[src/rtl/store_buffer.sv]
// Post-retirement store buffer: circular FIFO of retired stores, drained in order to the
// D-cache over a valid/ack handshake, with same-cycle store-to-load forwarding.
module store_buffer #(
    parameter int unsigned XLEN        = 32,
    parameter int unsigned SB_CAPACITY = 4,
    parameter int unsigned SB_LEN      = 2
) (
    input  logic              clock,
    input  logic              reset,

    input  logic              sq2sb_valid,
    input  logic [XLEN-1:0]   sq2sb_pc,
    input  logic [XLEN-1:0]   sq2sb_addr,
    input  logic [XLEN-1:0]   sq2sb_data,
    input  logic [3:0]        sq2sb_store_byte,

    output logic              sb_full,
    output logic              sb_empty,
    output logic [SB_LEN:0]   sb_count,
    output logic              sb_overflow,

    output logic              sb2cache_req_valid,
    output logic [XLEN-1:0]   sb2cache_addr,
    output logic [XLEN-1:0]   sb2cache_data,
    output logic [3:0]        sb2cache_store_byte,
    input  logic              cache2sb_ack,

    input  logic              lb2sb_req_valid,
    input  logic [XLEN-1:0]   lb2sb_addr,
    input  logic [3:0]        lb2sb_load_byte,
    output logic              sb_fwd_hit,
    output logic              sb_fwd_partial,
    output logic [XLEN-1:0]   sb_fwd_data
);

    typedef enum logic {
        StIdle,
        StBusy
    } drain_state_e;

    localparam logic [SB_LEN-1:0] PtrOne  = SB_LEN'(1);
    localparam logic [SB_LEN:0]   CntOne  = (SB_LEN + 1)'(1);
    localparam logic [SB_LEN:0]   CntFull = (SB_LEN + 1)'(SB_CAPACITY);

    // Entry storage
    logic [SB_CAPACITY-1:0] valid_q;
    logic [XLEN-1:0]        addr_q [SB_CAPACITY];
    logic [XLEN-1:0]        data_q [SB_CAPACITY];
    logic [3:0]             mask_q [SB_CAPACITY];

    logic [SB_LEN-1:0] head_q, head_d;
    logic [SB_LEN-1:0] tail_q, tail_d;
    logic [SB_LEN:0]   count_q, count_d;
    logic              overflow_q, overflow_d;

    drain_state_e      state_q, state_d;
    logic              req_valid_q, req_valid_d;
    logic [XLEN-1:0]   req_addr_q, req_addr_d;
    logic [XLEN-1:0]   req_data_q, req_data_d;
    logic [3:0]        req_mask_q, req_mask_d;

    logic push_ok;
    logic pop;

    // PC is carried by the SQ packet but not needed once the store has retired.
    logic unused_inputs;
    assign unused_inputs = ^{sq2sb_pc, lb2sb_addr[1:0]};

    assign sb_full  = (count_q == CntFull);
    assign sb_empty = (count_q == '0);
    assign sb_count = count_q;
    assign sb_overflow = overflow_q;
    assign push_ok  = sq2sb_valid && !sb_full;

    assign sb2cache_req_valid  = req_valid_q;
    assign sb2cache_addr       = req_addr_q;
    assign sb2cache_data       = req_data_q;
    assign sb2cache_store_byte = req_mask_q;

    // Drain FSM next-state and request fields
    always_comb begin
        state_d     = state_q;
        req_valid_d = req_valid_q;
        req_addr_d  = req_addr_q;
        req_data_d  = req_data_q;
        req_mask_d  = req_mask_q;
        pop         = 1'b0;
        case (state_q)
            StIdle: begin
                if (count_q != '0) begin
                    state_d     = StBusy;
                    req_valid_d = 1'b1;
                    req_addr_d  = addr_q[head_q];
                    req_data_d  = data_q[head_q];
                    req_mask_d  = mask_q[head_q];
                end
            end
            StBusy: begin
                if (cache2sb_ack) begin
                    pop         = 1'b1;
                    req_valid_d = 1'b0;
                    state_d     = StIdle;
                end
            end
            default: state_d = StIdle;
        endcase
    end

    // Pointer, count and overflow bookkeeping
    always_comb begin
        head_d     = head_q;
        tail_d     = tail_q;
        count_d    = count_q;
        overflow_d = overflow_q;
        if (push_ok) begin
            tail_d = tail_q + PtrOne;
        end
        if (pop) begin
            head_d = head_q + PtrOne;
        end
        if (push_ok && !pop) begin
            count_d = count_q + CntOne;
        end else if (pop && !push_ok) begin
            count_d = count_q - CntOne;
        end
        if (sq2sb_valid && sb_full) begin
            overflow_d = 1'b1;
        end
    end

    always_ff @(posedge clock or posedge reset) begin
        if (reset) begin
            head_q      <= '0;
            tail_q      <= '0;
            count_q     <= '0;
            overflow_q  <= 1'b0;
            state_q     <= StIdle;
            req_valid_q <= 1'b0;
            req_addr_q  <= '0;
            req_data_q  <= '0;
            req_mask_q  <= '0;
        end else begin
            head_q      <= head_d;
            tail_q      <= tail_d;
            count_q     <= count_d;
            overflow_q  <= overflow_d;
            state_q     <= state_d;
            req_valid_q <= req_valid_d;
            req_addr_q  <= req_addr_d;
            req_data_q  <= req_data_d;
            req_mask_q  <= req_mask_d;
        end
    end

    always_ff @(posedge clock or posedge reset) begin
        if (reset) begin
            valid_q <= '0;
            for (int i = 0; i < SB_CAPACITY; i++) begin
                addr_q[i] <= '0;
                data_q[i] <= '0;
                mask_q[i] <= '0;
            end
        end else begin
            if (push_ok) begin
                valid_q[tail_q] <= 1'b1;
                addr_q[tail_q]  <= sq2sb_addr;
                data_q[tail_q]  <= sq2sb_data;
                mask_q[tail_q]  <= sq2sb_store_byte;
            end
            // A push never targets the head slot while it is popped: pushes are refused when full.
            if (pop) begin
                valid_q[head_q] <= 1'b0;
            end
        end
    end

    // Forwarding: walk oldest to youngest so the last match seen is the youngest one.
    logic [SB_LEN-1:0] scan_idx;
    logic              fwd_match;
    logic [XLEN-1:0]   fwd_data_sel;
    logic [3:0]        fwd_mask_sel;

    always_comb begin
        scan_idx     = '0;
        fwd_match    = 1'b0;
        fwd_data_sel = '0;
        fwd_mask_sel = '0;
        for (int unsigned i = 0; i < SB_CAPACITY; i++) begin
            scan_idx = head_q + SB_LEN'(i);
            if (valid_q[scan_idx] && (addr_q[scan_idx][XLEN-1:2] == lb2sb_addr[XLEN-1:2])) begin
                fwd_match    = 1'b1;
                fwd_data_sel = data_q[scan_idx];
                fwd_mask_sel = mask_q[scan_idx];
            end
        end
    end

    always_comb begin
        sb_fwd_hit     = 1'b0;
        sb_fwd_partial = 1'b0;
        sb_fwd_data    = '0;
        if (lb2sb_req_valid && fwd_match) begin
            if ((fwd_mask_sel & lb2sb_load_byte) == lb2sb_load_byte) begin
                sb_fwd_hit  = 1'b1;
                sb_fwd_data = fwd_data_sel;
            end else begin
                sb_fwd_partial = 1'b1;
            end
        end
    end

endmodule

[config.mk]
export PLATFORM = sky130hd
export DESIGN_NAME = store_buffer
export DESIGN_NICKNAME = d
export VERILOG_FILES = /design/src/rtl/store_buffer.sv
export SDC_FILE = /design/constraint.sdc
export NUM_CORES = 1
export LEC_CHECK = 0
export ABC_AREA = 1
export ABC_CLOCK_PERIOD_IN_PS = 33500
export BUFFER_PORTS_ARGS = -buffer_cell sky130_fd_sc_hd__buf_2
export CAP_MARGIN = 5
export CORE_MARGIN = 5
export CORE_UTILIZATION = 45
export CTS_BUF_LIST = sky130_fd_sc_hd__clkbuf_8
export DETAILED_ROUTE_END_ITERATION = 8
export HOLD_SLACK_MARGIN = 0.12
export PLACE_DENSITY = 0.63
export SYNTH_ARGS = -nofsm -noshare
export SYNTH_HDL_FRONTEND = slang
export SYNTH_SLANG_ARGS = --single-unit
[constraint.sdc]
create_clock -name clock -period 33.5 [get_ports clock]
set_clock_uncertainty 0.1 [all_clocks]
set_input_delay 6.7 -clock clock [delete_from_list [all_inputs] [get_ports clock]]
set_output_delay 6.7 -clock clock [all_outputs]
set_load 0.02 [all_outputs]
### Yosys cells after proc, flatten, opt, wreduce, memory -nomap -nowiden

Index checks and enable logic that the tools add are counted.
Widths: inputs -> output; s select.

| storage, ports and cells | value |
|---|---|
| bits in registers | 354 |
| latch bits | 0 |
| RAM bits | 0 |
| memory bits (read-only) | 0 |
| input bits | 141 |
| output and inout bits | 109 |
| logic and storage cells | 164 |
| memories | 0 |

| operators by class | value |
|---|---|
| add/subtract/negate cells | 6 |
| $mul | 0 |
| divide/modulo/power cells | 0 |
| $lt $le $gt $ge | 13 |
| equality and inequality tests | 8 |
| shift-type cells | 0 |
| multiplexer cells | 85 |
| bitwise gates (word level) | 10 |
| reduce and logical (&&, ||, !) cells | 20 |

Operators with widths:

| operator | number |
|---|---|
| $mux 32 | 23 |
| $bmux 32 s2 | 8 |
| $bwmux 128 | 2 |
| $eq 30x30->1 | 4 |
| $demux 32 s2 | 1 |
| $mux 4 | 15 |
| $bmux 4 s2 | 4 |
| $mux 1 | 20 |
| $bwmux 16 | 1 |
| $ge 3x3->1 const B | 5 |
| $lt 2x3->1 const B | 5 |
| $not 2->3 | 5 |
| $logic_and 1x1->1 | 12 |
| $and 4x4->4 | 2 |
| $bmux 1 s2 | 4 |
| $demux 4 s2 | 1 |
| $mux 3 | 2 |
| $add 2x1->2 const B | 2 |
| $add 2x2->2 const B | 2 |
| $demux 1 s2 | 2 |
| $eq 4x4->1 | 1 |
| $ge 2x1->1 const B | 2 |
| $ne 2x2->1 const B | 2 |
| $not 4->4 | 1 |
| other kinds (12) | 16 |

### Depth between registers and ports, before layout

| logic depth | value |
|---|---|
| depth after elaboration | 14 |
| depth in mapped cells | 31 |
| gate-level depth less buffers | 21 |

### Least setup slack after synthesis

No wires, ideal clock.

| timing path | value |
|---|---|
| path type | input -> output |
| start point | input lb2sb_addr[5] |
| end point | output sb_fwd_data[10] |
| arrival time | 8.397 ns |
| required time | 26.700 ns |
| setup slack | 18.303 ns |
| stages on the path | 18 |
| path buffers | 2 |
| path through | inv_1 > nand3_1 > o21ai_0 > nor3_1 > nand2_1 > nor2_1 > nand2_1 > nor2_2 > buf_4 > nand2_1 > nand2_1 > inv_1 > nand2_1 > nand2_1 > nor2_2 > nand2_2 > buf_2 > nor2_1 |

| between the ends | value |
|---|---|
| cells in the longest elaborated chain, start to end | 10 |
| elaborated cells on any way between the ends | 25 |
| those cells by class | eq/ne (5); mux (14); bitwise (1); reduce/logical (5) |

RTL lines:

| item | line | RTL |
|---|---|---|
| from (decl) | 29 | `input logic [XLEN-1:0] lb2sb_addr,` |
| $eq 30x30->1 | 190 | `if (valid_q[scan_idx] && (addr_q[scan_idx][XLEN-1:2] == lb2sb_addr[XLEN-1:2])) begin` |
| $logic_and 1x1->1 | 190 |  |
| $mux 4 (4 in series) | 190 |  |
| $and 4x4->4 | 203 | `if ((fwd_mask_sel & lb2sb_load_byte) == lb2sb_load_byte) begin` |
| $eq 4x4->1 | 203 |  |
| $mux 32 | 203 |  |
| $mux 32 (*) | 202 | `if (lb2sb_req_valid && fwd_match) begin` |
| to (decl) | 33 | `output logic [XLEN-1:0] sb_fwd_data` |

Every way passes the cells marked *; elsewhere a longest branch is shown, timed or not.

### Final worst setup path

| timing path | value |
|---|---|
| start point | input lb2sb_addr[5] |
| end point | output sb_fwd_data[20] |

Same word-level chain as after synthesis.

==> impl_metrics.env <==
export IMPL_cts_sinks=354
export IMPL_cts_resized_gates=0
export IMPL_yosys_warnings=0
export IMPL_hold_class="flip-flop to flip-flop"
export IMPL_path_max_fanout=41
export IMPL_die_y_um=230.6
export IMPL_grt_usage=0.2713
export IMPL_layout_common_cells="1195 x nand2_1, 528 x o21ai_0, 352 x dfrtp_1"
export IMPL_final_area_um2=24480
export IMPL_ys_seq_area_frac=0.4045
export IMPL_rsz0062_at_grt="no"
export IMPL_first_pass_iters=9
export IMPL_worst_setup_path_start_kind="primary input"
export IMPL_power_density_nw_per_um2=112.4
export IMPL_grt_pass1_wl_um=117100
export IMPL_cts_buffers=61
export IMPL_synth_seq_cells=354
export IMPL_status="finished, final reports clean"
export IMPL_synth_edf_count=0
export IMPL_synthCells=3236
export IMPL_async_reset_ff_frac=1.000
export IMPL_io_pins=250
export IMPL_worst_pin_slew_ps=1012
export IMPL_slowest_stage="buf_4"
export IMPL_cts_tree="built"
export IMPL_slowest_delay_ps=520
export IMPL_grt_start_max_net_pins=137
export IMPL_netlist_area_um2=21900
export IMPL_crit_type="primary input to output pin"
export IMPL_numPortBuffers=215
export IMPL_wl_per_cell_um=18.49
export IMPL_htreeDepth=2
export IMPL_period_share=0.5177
export IMPL_routed_wl_um=73930
export IMPL_hold_buffers=0
export IMPL_instances_no_fill=3999
export IMPL_die_x_um=230.6
export IMPL_final_common_cell="nand2_1"
export IMPL_drive_gt1_frac=0.1048
export IMPL_required_ps=26700
export IMPL_gp_congestion=0.9401
export IMPL_syn_nets=3387
export IMPL_end_kind="output pin"
export IMPL_finalSetupViolCount=0
export IMPL_hold_viol=0
export IMPL_grt_pass1_vias=21510
export IMPL_maxCapViolations=0
export IMPL_drv_slew=0
export IMPL_vias=22650
export IMPL_grt_overflow_total=0
export IMPL_hpwl_um=47600
export IMPL_fmax_ghz=0.05766
export IMPL_path_cells="buf_2 -> inv_1 -> a21oi_1 -> nor3_1 -> nand2_1 -> nor2_1 -> nand2_1 -> nor2_4 -> buf_4 -> inv_1 -> buf_4 -> nand3_1 -> and2_1 -> nand2_2 -> nor2_1 -> buf_2"
export IMPL_fp_dieArea_um2=53170
export IMPL_post_cts_buffers=0
export IMPL_clk_path_buf_depth=3
export IMPL_arrival_ps=10540
export IMPL_insertion_delay_ps=680
export IMPL_core_area_um2=47950
export IMPL_peakVddDrop_mv=0.08295
export IMPL_max_slew_margin_rel=0.3254
export IMPL_path_clk_slew_ps=60
export IMPL_synth_top_flop_cell="dfrtp_1"
export IMPL_tns_ps=0
export IMPL_initial_core_util=0.4567
export IMPL_drt_iter0_drc=2192
export IMPL_dpl_instance_area_um2=23130
export IMPL_ant_nets=0
export IMPL_cts_root_buf="clkbuf_8"
export IMPL_hold_ws_ps=355.3
export IMPL_min_period_ps=17340
export IMPL_synth_avg_cell_area_um2=6.767
export IMPL_post_route_util=0.5106
export IMPL_ys_types=31
export IMPL_num_rows=80
export IMPL_syn2layout_area_growth_pct=11.80
export IMPL_dp_cells=3879
export IMPL_drc_errors=0
export IMPL_antenna_found_initial=6
export IMPL_via_per_inst=5.663
export IMPL_cellLeakagePower_nw=12.44
export IMPL_finalNetCount=3478
==> synthesized netlist by cell type, drive strengths merged, types with 22 or more instances <==
cell type / instances / area share
nand2: 1200 / 0.21
o21ai: 534 / 0.12
dfrtp: 354 / 0.40
nand3: 348 / 0.080
inv: 168 / 0.029
nor2: 161 / 0.028
clkbuf: 111 / 0.019
buf: 100 / 0.022
a21oi: 84 / 0.019
mux2i: 64 / 0.029
a211oi: 32 / 0.011
o211ai: 32 / 0.011
xor2: 22 / 0.0088
==> state kept, by name, summed over array words and instances, names as in the netlist, 3 cells and up <==
signal	count
addr_q	128
data_q	128
sb2cache_addr	32
sb2cache_data	32
mask_q	16
sb2cache_store_byte	4
valid_q	4
sb_count	3
==> worst paths after layout <==
kind                            slack (ps)     startpoint                endpoint  depth (start not counted)
worst max-delay path                 16160  lb2sb_addr[5]         sb_fwd_data[20]                         16
worst max register to register       29100      head_q[0]       sb2cache_data[30]                          8
worst min register to register         360    sb_overflow             sb_overflow                          1
min in group asynchronous             6070          reset              addr_q[33]                          2
worst min-delay path                   360    sb_overflow             sb_overflow                          1
max in group asynchronous            24470          reset  sb2cache_store_byte[2]                          5
==> routing by layer <==
layer  up-vias  share of wire  GRT usage
met3       161          0.090    0.04866
met2      1010           0.44     0.4215
met4         4          0.029    0.08948
li1      10820              -          -
met5         -        0.00043          0
met1     10650           0.44     0.3861
==> power by group <==
part	switching, mW	internal (mW)	total (mW)	leakage (nW)
logic	1.09	0.468	1.55	7.24
clock network	0.191	0.237	0.428	0.762
registers	0.148	0.624	0.772	4.44
==> critical path, delay by kind of cell <==
kind | cells | cell delay (ps)
buffers and inverters | 6 | 1860
and+or+nand+nor | 9 | 1830
AOI/OAI and AO/OA | 1 | 70
==> cells by family after synthesis <==
kind of cell / synth area share
multiplexers: 0.02977
XOR/XNOR: 0.009199
AND/OR/NAND/NOR: 0.3159
flip-flops: 0.4045
AO/OA/AOI/OAI: 0.1648
buffers and inverters: 0.06971
adder cells (fa/ha/maj): 0.006057
==> cell type report <==
| class | count | area [µm²] |
|---|---|---|
| clock buffers | 80 | 1101 |
| diodes | 6 | 15.01 |
| repair buffers | 239 | 1256 |
| multi-input cells | 2502 | 11590 |
| flip-flops and latches | 354 | 8864 |
| inverters | 169 | 655.6 |
| fillers | 4745 | 23460 |
| well taps | 615 | 769.5 |
| clock inverters | 34 | 231.5 |
==> stage by stage <==
step,power (mW),setup WS (ps)
2_1_floorplan,1.874,16880
3_3_place_gp,2.252,16180
3_5_place_dp,2.302,16210
4_1_cts,2.739,16200
5_1_grt,3.004,15880
6_report,2.753,16160
Power figures use the tool's default switching activity.
